**config.mk**
```make
export PLATFORM = sky130hd
export DESIGN_NAME = serial_digit_adder
export DESIGN_NICKNAME = d
export VERILOG_FILES = /design/src/rtl/serial_digit_adder.sv
export SDC_FILE = /design/constraint.sdc
export NUM_CORES = 1
export LEC_CHECK = 0
export CAP_MARGIN = 20
export CORE_MARGIN = 8
export CORE_UTILIZATION = 50
export CTS_BUF_LIST = sky130_fd_sc_hd__clkbuf_4
export CTS_CLUSTER_DIAMETER = 30
export CTS_CLUSTER_SIZE = 24
export DETAILED_ROUTE_END_ITERATION = 6
export PLACE_DENSITY = 0.79
export SLEW_MARGIN = 0
export SYNTH_ARGS = -nofsm -noshare
export SYNTH_HDL_FRONTEND = slang
export SYNTH_SLANG_ARGS = --single-unit
```
**constraint.sdc**
```tcl
create_clock -name clk -period 5.6 [get_ports clk]
set_input_delay 1.12 -clock clk [delete_from_list [all_inputs] [get_ports clk]]
set_output_delay 1.12 -clock clk [all_outputs]
set_load 0.01 [all_outputs]
```
**src/rtl/serial_digit_adder.sv**
```systemverilog
// -----------------------------------------------------------------------------
// serial_digit_adder
//
// Multi-cycle two's-complement adder/subtractor. Operands are captured on the
// accepting edge and then pushed through a DIGIT-bit ripple adder, least
// significant digit first, one digit per clock. A WIDTH-bit operation therefore
// takes N = WIDTH/DIGIT RUN cycles before the result is offered downstream.
//
// Parameters
//   WIDTH     operand/result width in bits (>= 2)
//   DIGIT     bits processed per clock; must divide WIDTH exactly
//
// Ports
//   clk        rising-edge clock
//   rst_n      synchronous active-low reset
//   in_valid   operands present
//   in_ready   block can accept operands (high only in IDLE)
//   a, b       operands
//   carry_in   carry (add) or borrow (sub) input
//   sub        0: a + b + carry_in, 1: a - b - carry_in
//   out_valid  result available (high only in DONE)
//   out_ready  consumer takes the result
//   result     sum or difference, modulo 2^WIDTH
//   carry_out  raw carry out of the MSB (for sub, 1 means no borrow)
//   overflow   signed overflow (carry into MSB xor carry out of MSB)
//
// Handshakes: a transfer happens on a rising edge where valid and ready are
// both high. Input and output transfers never coincide, since in_ready is only
// high in IDLE and out_valid only in DONE. Outputs are held stable in DONE for
// as long as out_ready stays low.
//
// Optional build macro
//   SERIAL_DIGIT_ADDER_SAT_EN  when defined, an overflowing result is replaced
//                              by the signed saturation value on the final RUN
//                              edge; carry_out/overflow still report raw values.
// -----------------------------------------------------------------------------
module serial_digit_adder #(
  parameter int WIDTH = 32,
  parameter int DIGIT = 4
) (
  input  logic             clk,
  input  logic             rst_n,
  input  logic             in_valid,
  output logic             in_ready,
  input  logic [WIDTH-1:0] a,
  input  logic [WIDTH-1:0] b,
  input  logic             carry_in,
  input  logic             sub,
  output logic             out_valid,
  input  logic             out_ready,
  output logic [WIDTH-1:0] result,
  output logic             carry_out,
  output logic             overflow
);

  localparam int N  = WIDTH / DIGIT;
  localparam int CW = (N > 1) ? $clog2(N) : 1;

  generate
    if (WIDTH < 2 || DIGIT < 1 || (WIDTH % DIGIT) != 0) begin : g_bad_params
      $error("serial_digit_adder: WIDTH must be >= 2 and divisible by DIGIT");
    end
  endgenerate

  typedef enum logic [1:0] {
    IDLE = 2'd0,
    RUN  = 2'd1,
    DONE = 2'd2
  } state_t;

  state_t state_q, state_d;

  // Datapath state. b_q holds the already-inverted B for subtraction, and
  // carry_q starts as carry_in ^ sub, so subtract is just A + ~B + ~borrow.
  logic [WIDTH-1:0] a_q, b_q;
  logic             carry_q;
  logic [CW-1:0]    cnt_q;
  logic [WIDTH-1:0] result_q;
  logic             carry_out_q, overflow_q;

  logic             accept;
  logic             last_digit;

  logic [DIGIT-1:0] a_dig, b_dig, sum_dig;
  logic [DIGIT:0]   c;
  logic [WIDTH-1:0] result_d, result_fin;
  logic             ovf_d;

  assign last_digit = (cnt_q == CW'(N - 1));

  // ---------------------------------------------------------------------------
  // FSM
  // ---------------------------------------------------------------------------
  always_ff @(posedge clk) begin
    if (!rst_n) begin
      state_q <= IDLE;
    end else begin
      state_q <= state_d;
    end
  end

  always_comb begin
    state_d   = state_q;
    accept    = 1'b0;
    in_ready  = 1'b0;
    out_valid = 1'b0;
    case (state_q)
      IDLE: begin
        in_ready = 1'b1;
        if (in_valid) begin
          accept  = 1'b1;
          state_d = RUN;
        end
      end
      RUN: begin
        if (last_digit) begin
          state_d = DONE;
        end
      end
      DONE: begin
        out_valid = 1'b1;
        if (out_ready) begin
          state_d = IDLE;
        end
      end
      default: begin
        state_d = IDLE;
      end
    endcase
  end

  // ---------------------------------------------------------------------------
  // Digit select and ripple slice
  // ---------------------------------------------------------------------------
  always_comb begin
    a_dig = '0;
    b_dig = '0;
    for (int d = 0; d < N; d++) begin
      if (cnt_q == CW'(d)) begin
        a_dig = a_q[d*DIGIT +: DIGIT];
        b_dig = b_q[d*DIGIT +: DIGIT];
      end
    end
  end

  always_comb begin
    c       = '0;
    sum_dig = '0;
    c[0]    = carry_q;
    for (int i = 0; i < DIGIT; i++) begin
      sum_dig[i] = a_dig[i] ^ b_dig[i] ^ c[i];
      c[i+1]     = (a_dig[i] & b_dig[i]) | (c[i] & (a_dig[i] ^ b_dig[i]));
    end
  end

  // On the last digit, c[DIGIT-1] is the carry into the word's MSB.
  assign ovf_d = c[DIGIT-1] ^ c[DIGIT];

  always_comb begin
    result_d = result_q;
    for (int d = 0; d < N; d++) begin
      if (cnt_q == CW'(d)) begin
        result_d[d*DIGIT +: DIGIT] = sum_dig;
      end
    end
  end

`ifdef SERIAL_DIGIT_ADDER_SAT_EN
  // Signed overflow only happens when both effective operands share a sign,
  // so A's MSB tells which direction the true result ran off to.
  always_comb begin
    result_fin = result_d;
    if (ovf_d) begin
      if (a_q[WIDTH-1]) begin
        result_fin = {1'b1, {(WIDTH-1){1'b0}}};
      end else begin
        result_fin = {1'b0, {(WIDTH-1){1'b1}}};
      end
    end
  end
`else
  assign result_fin = result_d;
`endif

  // ---------------------------------------------------------------------------
  // Datapath registers
  // ---------------------------------------------------------------------------
  always_ff @(posedge clk) begin
    if (!rst_n) begin
      a_q         <= '0;
      b_q         <= '0;
      carry_q     <= 1'b0;
      cnt_q       <= '0;
      result_q    <= '0;
      carry_out_q <= 1'b0;
      overflow_q  <= 1'b0;
    end else if (accept) begin
      a_q     <= a;
      b_q     <= b ^ {WIDTH{sub}};
      carry_q <= carry_in ^ sub;
      cnt_q   <= '0;
    end else if (state_q == RUN) begin
      carry_q <= c[DIGIT];
      if (last_digit) begin
        result_q    <= result_fin;
        carry_out_q <= c[DIGIT];
        overflow_q  <= ovf_d;
        cnt_q       <= '0;
      end else begin
        result_q <= result_d;
        cnt_q    <= cnt_q + CW'(1);
      end
    end
  end

  assign result    = result_q;
  assign carry_out = carry_out_q;
  assign overflow  = overflow_q;

endmodule

```
==> summary.txt, run 1 <==
Run status: complete, no violations
Max VDD drop: 111.7 uV
Minimum clock period: 4.508 ns
PortBufs: 105
Final setup viols: 0
Worst hold path class: flop to flop
Critical-path maximum fanout: 16
Final TNS setup: 0 ns
Arrival time worst endpoint: 4.91 ns
Core Util, Final: 0.6202
Main synth FF type: dfxtp_1
Largest net degree at the start of global routing: 93
EDFF count, synth: 0
Post-CTS sizing: 0
Fill count: 885
DIE WIDTH: 114.9 um
DP Wirelength: 8.986 mm
Final ANT Viol Nets: 0
Via density: 5.311
Initial antenna violation count: 0
Post-Syn Area: 4886 um2
Max Slew Vio Count: 0
FFs w/ async S/R, synth: 0
Post-synthesis cell type count: 46
Clk_lat worst skew: 0.46 ns
DR pass1 iterations: 5
Worst setup SP type: flop
Max-cap violations: 0
Max-slew headroom: 0.3933
Worst clock skew: 0.02543 ns
Vias: 4238
Lkg Pwr: 2.099 nW
Clock transition at path regs: 0.18 ns
Top-area cell type share of the netlist area: 0.4261
DRC: 0
Die area: 13190 um2
Fin crit share: 0.8051
Iter 0 DRT Violations: 269
Clock root buffer: clkbuf_4
Most frequent cells in the layout: 104 x dfxtp_1, 104 x clkdlybuf4s50_1, 103 x nand2_1
Hold WS: 0.4655 ns
Cell count after synthesis: 592
Least-Margin Pin Slew: 0.9100 ns
Gr usage total: 0.1843
Mapped Avg Cell Area: 8.253 um2
First-pass GRT wire length: 19.95 mm
Yosys top cell by area: dfxtp_1
Die height: 114.9 um
H-tree depth: 3
Register bit count reported by yosys: 104
Post-DR wirelength/cell: 15.19 um
Clk buf depth: 2
Io pins: 106
Yosys warns: 0
Initial core utilization: 0.5069
Final #Nets: 740
WP data required: 6.00 ns
Max Fclk: 221.8 MHz
Pwr Density: 244.8 nW/um2
CP Class: flop to flop
Cell Rows: 36
RSZ-0062 raised after global routing: false
CTS Sinks: 104
Remaining Overflow, GRT: 0
Synth area leaders: dfxtp_1 43%, nand2_1 7.9%, a21oi_1 7.6%, a211oi_1 6.6%, xnor2_1 5.6%
Post-CTS Setup Inserts: 0
Post-synthesis sequential area ratio: 0.4261
Synth-to-layout area growth: 22.36%
Proportion of layout cells with a drive suffix above 1: 0.04812
Final WL: 12.13 mm
Hold_buf cts: 0
Core Box Area: 9639 um2
CP Capture Type: flop
Num CTS Buffers: 9
Syn nets: 672
Vias in the first global route: 4260
Final hold vios: 0
CTS tree: yes
GP Congestion: 0.8805
ANT cells: 0
routing by layer:
| metal | GRT usage | routed length, um | up-vias |
|---|---|---|---|
| met5 | 0 | 0 | - |
| met4 | 0.05254 | 158 | 0 |
| met3 | 0.04622 | 860 | 16 |
| met2 | 0.3114 | 5720 | 138 |
| met1 | 0.2269 | 5386 | 1933 |
| li1 | - | - | 2151 |
Yosys cell counts (2+ instances only):
master and number:
nand3_1 14, o211ai_1 7, ha_1 6, fa_1 4, o32ai_1 3, nand3b_1 3
o21ai_0 3, nor2b_1 6, buf_6 4, o2bb2ai_1 2, mux2i_1 9, a221oi_1 2
a21oi_1 74, nor2_1 67, buf_1 2, and2_1 5, a221o_1 2, nand2b_1 5
a211oi_1 43, buf_2 19, clkbuf_1 18, o22ai_1 2, and2_2 2, inv_1 11
buf_4 11, nand2_1 103, xor2_1 3, a2bb2oi_1 2, a311oi_1 4, xnor2_1 31
nor3b_1 2, dfxtp_1 104, a22o_1 3, a21o_1 4
cells by family after synthesis:
| kind of cell | synth area share |
|---|---|
| AND/OR/NAND/NOR | 0.1836 |
| buffers and inverters | 0.07093 |
| multiplexers | 0.01844 |
| adder cells (fa/ha/maj) | 0.03175 |
| AO/OA/AOI/OAI | 0.2082 |
| XOR/XNOR | 0.06095 |
| flip-flops | 0.4261 |
power by group:
part,switching (mW),internal [mW],total [mW]
Sequential,0.0264,0.782,0.809
Clock,0.267,0.101,0.367
Combinational,0.153,0.134,0.287
Total,0.446,1.02,1.46
critical path, stage by stage, from the launching register on:
cell,delay (ns)
dfxtp_1,0.70
inv_1,0.34
ha_1,0.52
a21boi_0,0.28
a22oi_1,0.25
a31oi_1,0.06
o221ai_1,0.23
fa_1,0.21
inv_1,0.05
fa_1,0.37
fa_1,0.44
fa_1,0.71
nand3_1,0.12
a21oi_1,0.17
sequential cells by signal, summed over array words and instances, names as in the netlist:
| register | flops |
|---|---|
| cnt_q | 3 |
| a_q | 32 |
| b_q | 32 |
| state_q | 2 |
| result | 32 |
| carry_q | 1 |
| carry_out | 1 |
| overflow | 1 |
final timing paths:
path	startpoint	endpoint	slack, ns	cells after the start
max	cnt_q[2]	result[27]	1.09	13
min	a_q[0]	a_q[0]	0.47	2
max reg2reg	cnt_q[2]	result[27]	1.09	13
min reg2reg	a_q[0]	a_q[0]	0.47	2
metrics by stage:
step	total power [mW]	cell area [um2]	setup WS [ns]	std cells
floorplan	1.005	4886	1.908	592
global placement	1.106	5839	1.377	781
detailed placement	1.112	5839	1.181	781
CTS	1.468	5971	1.149	797
global route	1.529	5978	0.7793	798
finish	1.464	5978	1.092	798
layout make-up:
cell class                      instances  area (um2)  share of cell area
Sequential cell                       104        2082              0.3483
Clock buffer                            9       67.56             0.01130
Clock inverter                          7       63.81             0.01067
Timing Repair Buffer                  111        1091              0.1825
Inverter                               13       48.80            0.008162
Multi-Input combinational cell        421        2459              0.4113
Tap cell                              133       166.4             0.02784
Power figures use the tool's default switching activity.
==> inputs of run 2 (changes only) <==
CORE_UTILIZATION = 47   (was 50)
PLACE_DENSITY = 0.78   (was 0.79)
clock period = 3.7 ns   (was 5.6 ns; I/O delays follow)
==> run 2 against run 1 <==
Against the previous run:
- via count increased by 1.3%
- global-route usage decreased by 0.46 points
- count of clock-buffer cells in the layout grew 1
- die area increased by 5.5%
- register-to-register slack got worse by 0.89 ns
- sequential share of layout area decreased by 0.97 points
- flip-flop and latch count is the same
- worst setup slack got worse by 0.89 ns
- first-iteration DRC count increased by 2.6%
- utilization down 1.8 points
- design area up 3.0%
- largest power group unchanged
- highest routed layer unchanged
==> summary.txt, run 2 (synthesized netlist as in run 1, its figures left out) <==
Most frequent cells in the layout: 104 x clkdlybuf4s50_1, 103 x nand2_1, 102 x dfxtp_1
Final hold vios: 0
Iter 0 DRT Violations: 276
CTS Sinks: 104
Post-DR wirelength/cell: 15.37 um
ANT cells: 0
Max-slew headroom: 0.3141
Critical path depth: 12
CTS tree: yes
Pwr Density: 368.3 nW/um2
Sw Ratio: 0.2873
Cell Rows: 37
R2R Path Start: cnt_q[1]
R2R setup slack: 0.20 ns
Arrival time worst endpoint: 3.89 ns
Num CTS Buffers: 9
PortBufs: 105
Lkg Pwr: 2.191 nW
DP Wirelength: 9.530 mm
Run status: complete, no violations
Clk_lat worst skew: 0.45 ns
Final WL: 12.53 mm
Final ANT Viol Nets: 0
Io pins: 106
Post-Place Cells: 799
Largest net degree at the start of global routing: 84
Crit. Startpoint: cnt_q[1]
First-pass GRT wire length: 20.96 mm
H-tree depth: 3
Least-Margin Pin Slew: 1.027 ns
RSZ-0062 raised after global routing: false
WP data required: 4.09 ns
Max Slew Vio Count: 0
Final setup viols: 0
Synth-to-layout area growth: 26.02%
Max-cap violations: 0
WP buf/inv: 1
Internal power component: 1.616 mW
Critical-path maximum fanout: 8
Fin crit share: 0.9468
Comb pwr share: 0.201
Flop pwr share: 0.540
Core Util, Final: 0.6018
Vias: 4292
Clock root buffer: clkbuf_4
Clk buf depth: 2
Minimum clock period: 3.503 ns
Clock transition at path regs: 0.15 ns
CP Capture Type: flop
Core Box Area: 10230 um2
Worst clock skew: 0.01897 ns
Crit-path max cell delay: 0.69 ns
Max Fclk: 285.5 MHz
Remaining Overflow, GRT: 0
Die height: 118.0 um
Worst hold path class: flop to flop
Placed cell area: 5981 um2
Top Family by Delay on Critical Path: adder cells
DRC: 0
DIE WIDTH: 118.0 um
DR pass1 iterations: 5
GP Congestion: 0.8962
Proportion of layout cells with a drive suffix above 1: 0.07806
Vias in the first global route: 4163
Die area: 13910 um2
Initial antenna violation count: 0
Worst setup SP type: flop
Final instance area: 6157 um2
CP Class: flop to flop
Gr usage total: 0.1797
Clock power frac: 0.260
Initial core utilization: 0.4776
Via density: 5.266
NetSw: 0.6515 mW
Crit path to: result[15]
Layout Cells excl Fill: 815
Crit path cell chain: ha_1 > ha_4 > buf_4 > nor3b_1 > a221o_1 > o22ai_1 > a21oi_1 > fa_1 > fa_2 > fa_2 > nand3_1 > a21oi_1
Crit Reg-Reg Endpoint: result[15]
Max VDD drop: 192.3 uV
Hold_buf cts: 0
Commonest non-fill, non-tap cell in the layout: clkdlybuf4s50_1
Final #Nets: 754
Slowest CP cell: fa_2
Final TNS setup: 0 ns
Worst reg2reg path depth: 12
## run 2: worst min path at each step
stage,cells past startpoint,from,slack (ns),to
after floorplan,2,a_q[0],0.43,a_q[0]
after global placement,2,result[26],0.45,result[26]
after detailed placement,2,result[29],0.45,result[29]
after CTS,2,result[22],0.47,result[22]
after global routing,2,a_q[6],0.49,a_q[6]
final,2,result[22],0.46,result[22]
## run 2: area by class of cell
class	count	area, um2
Timing Repair Buffer	125	1221
Fill cell	936	4074
Clock buffer	10	75.07
Multi-Input combinational cell	421	2489
Sequential cell	104	2085
Clock inverter	6	68.82
Inverter	13	48.80
Tap cell	136	170.2
## run 2: metal layers
metal / vias to the layer above / GRT usage / wire length (um)
met3: 15 / 0.04796 / 649
met5: - / 0 / 0
met2: 116 / 0.2969 / 5972
met1: 1978 / 0.2261 / 5732
met4: 0 / 0.04804 / 175
li1: 2183 / - / -
## run 2: power by group through the flow
stage                     combinational (mW)  clock [mW]  sequential (mW)
after global placement                 0.441           0             1.25
final                                  0.455       0.589             1.22
after detailed placement               0.451           0             1.25
after CTS                              0.452       0.606             1.22
after floorplan                        0.286           0             1.24
after global routing                   0.502       0.651             1.23
## run 2: through the flow
stage                     total power [mW]  setup slack, ns  hold slack (ns)
after floorplan                      1.521         0.007546           0.4320
after global placement               1.686           0.1372           0.4452
after detailed placement             1.698          0.04124           0.4459
after CTS                            2.282         0.006374           0.4657
after global routing                 2.384         0.003390           0.4851
final                                2.268           0.1968           0.4625
## run 2: worst register-to-register path, stage by stage (launching register included)
cell and delay, ns:
dfxtp_2 0.39, ha_1 0.23, ha_4 0.18, buf_4 0.16, nor3b_1 0.09, a221o_1 0.30
o22ai_1 0.21, a21oi_1 0.13, fa_1 0.45, fa_2 0.39, fa_2 0.69, nand3_1 0.09
a21oi_1 0.16
## run 2: timing repair
action                     4_1_cts  5_1_grt
resized for setup                0        8
buffers inserted                 0        0
setup endpoints to repair        0       10
==> inputs of run 3 (changes only) <==
ABC_AREA = 1   (was unset)
TNS_END_PERCENT = 20   (was unset)
==> run 3 against run 2 <==
Against the previous run:
- clock power is 1% higher
- total power down 0.60%
- area after synthesis is 1.2% lower
- via count increased by 4.4%
- clock skew increased by 0.0039 ns
- non-clock buffer count decreased by 8
==> summary.txt, run 3 <==
GP Congestion: 0.8524
DIE WIDTH: 117.4 um
Max-cap violations: 0
RSZ-0062 raised after global routing: false
DP Wirelength: 10.06 mm
Yosys warns: 0
Max Slew Vio Count: 0
Clk buf depth: 2
Io pins: 106
Worst hold path class: flop to flop
ANT cells: 0
Max VDD drop: 272.1 uV
Synth top cells by count: 124 x nor2_1, 104 x dfxtp_1, 94 x nand2_1
Critical-path maximum fanout: 8
Post-synthesis sequential area ratio: 0.4312
FFs w/ async S/R, synth: 0
Final ANT Viol Nets: 0
Max Fclk: 291.3 MHz
Final hold vios: 0
Fill count: 945
Gr usage total: 0.1851
Final WL: 13.04 mm
CP Capture Type: flop
Minimum clock period: 3.433 ns
Post-DR wirelength/cell: 14.57 um
Hold WS: 0.4850 ns
Largest net degree at the start of global routing: 68
Post-CTS Setup Inserts: 0
Register bit count reported by yosys: 104
CTS Sinks: 104
Pwr Density: 368.3 nW/um2
Post-Syn Area: 4828 um2
WP data required: 4.09 ns
Initial core utilization: 0.4762
Vias in the first global route: 4357
Core Box Area: 10140 um2
CP Class: flop to flop
Yosys top cell by area: dfxtp_1
Top-area cell type share of the netlist area: 0.4312
Hold_buf cts: 0
Final #Nets: 834
DRC: 0
EDFF count, synth: 0
Final instance area: 6121 um2
Worst setup SP type: flop
Fin crit share: 0.9278
Die area: 13770 um2
Layout Cells excl Fill: 895
Clock root buffer: clkbuf_4
Least-Margin Pin Slew: 0.8616 ns
Post-synthesis cell type count: 31
Final setup viols: 0
Commonest non-fill, non-tap cell in the layout: nor2_1
PortBufs: 105
Synth area leaders: dfxtp_1 43%, nor2_1 9.6%, o21ai_0 8.2%, nand2_1 7.3%, inv_1 4.4%
Final TNS setup: 0 ns
Run status: complete, no violations
Placed cell area: 5954 um2
Remaining Overflow, GRT: 0
Lkg Pwr: 2.510 nW
Clk_lat worst skew: 0.45 ns
Worst clock skew: 0.02289 ns
Post-CTS sizing: 0
Initial antenna violation count: 0
Die height: 117.4 um
Synth-to-layout area growth: 26.77%
Most frequent cells in the layout: 124 x nor2_1, 103 x clkdlybuf4s50_1, 102 x dfxtp_1
Max-slew headroom: 0.4256
Clock transition at path regs: 0.16 ns
Iter 0 DRT Violations: 187
Main synth FF type: dfxtp_1
H-tree depth: 3
Proportion of layout cells with a drive suffix above 1: 0.07510
Vias: 4479
Num CTS Buffers: 9
Syn nets: 741
Mapped Avg Cell Area: 7.305 um2
CTS tree: yes
Via density: 5.004
Arrival time worst endpoint: 3.82 ns
Post-Place Cells: 879
Cell count after synthesis: 661
Leading cell type by number of instances after synthesis: nor2_1
Cell Rows: 37
DR pass1 iterations: 6
First-pass GRT wire length: 21.29 mm
-- run 3: cell count changes in the layout (fill, tap and decap cells not counted), sizes merged, moves of 6 or more --
cell	change
a211oi	-36
a21oi	-36
and2	-7
buf	-7
inv	+50
mux2i	-9
nand3	+22
nor2	+66
nor2b	-6
o21ai	+81
o22ai	+8
xnor2	-7
xor2	+7
-- run 3: per-stage QoR --
step / setup WS (ns) / utilization / total power, mW
after CTS: 0.09165 / 0.6014 / 2.258
after global placement: 0.1985 / 0.5873 / 1.664
after detailed placement: 0.1018 / 0.5873 / 1.675
after global routing: 0.04487 / 0.6037 / 2.361
after floorplan: 0.3596 / - / 1.501
final: 0.2671 / 0.6037 / 2.254
-- run 3: cell type report --
cell class,instances,area [um2],share of cell area
multi-input combinational,458,2350,0.3839
timing repair buffer,117,1131,0.1848
sequential,104,2085,0.3406
clock buffer,10,75.07,0.01226
tap,136,170.2,0.02780
inverter,64,242.7,0.03966
clock inverter,6,67.56,0.01104
-- run 3: per-layer routing --
metal  vias up  GRT usage  part of all wire
met5         -          0                 0
met4         0    0.05758             0.014
met3        12    0.02782             0.046
met2       117     0.3183              0.49
met1      2060     0.2322              0.46
li1       2290          -                 -
-- run 3: kinds of logic after synthesis --
kind of cell,Yosys count,share of synthesized area
and+or+nand+nor,271,0.2319
AOI/OAI and AO/OA,143,0.1565
DFF,104,0.4312
buffers and inverters,99,0.08655
xor gates and xnor gates,34,0.06167
adders and majority gates,10,0.03213
-- run 3: worst paths after layout --
kind	slack, ns	endpoint	cells after the start	start
hold reg to reg	0.48	result[28]	2	result[28]
setup reg to reg	0.27	result[15]	17	cnt_q[0]
hold / removal	0.48	result[28]	2	result[28]
setup / recovery	0.27	result[15]	17	cnt_q[0]
-- run 3: critical path, cell delays in order (launching register included) --
cell	delay (ns)
dfxtp_2	0.37
ha_1	0.22
ha_1	0.27
clkinv_1	0.08
buf_4	0.15
nand3_1	0.09
nand3_1	0.07
nand2_1	0.05
nand2_1	0.05
nand2_1	0.04
nand2_1	0.06
fa_1	0.17
inv_1	0.05
fa_1	0.39
fa_2	0.38
fa_2	0.68
nand3_1	0.10
a21oi_1	0.16
-- run 3: power breakdown --
| group | internal, mW | leakage (nW) | switching [mW] |
|---|---|---|---|
| sequential | 1.19 | 0.854 | 0.0360 |
| clock | 0.217 | 0.0746 | 0.379 |
| combinational | 0.189 | 1.58 | 0.244 |
| total | 1.60 | 2.51 | 0.659 |
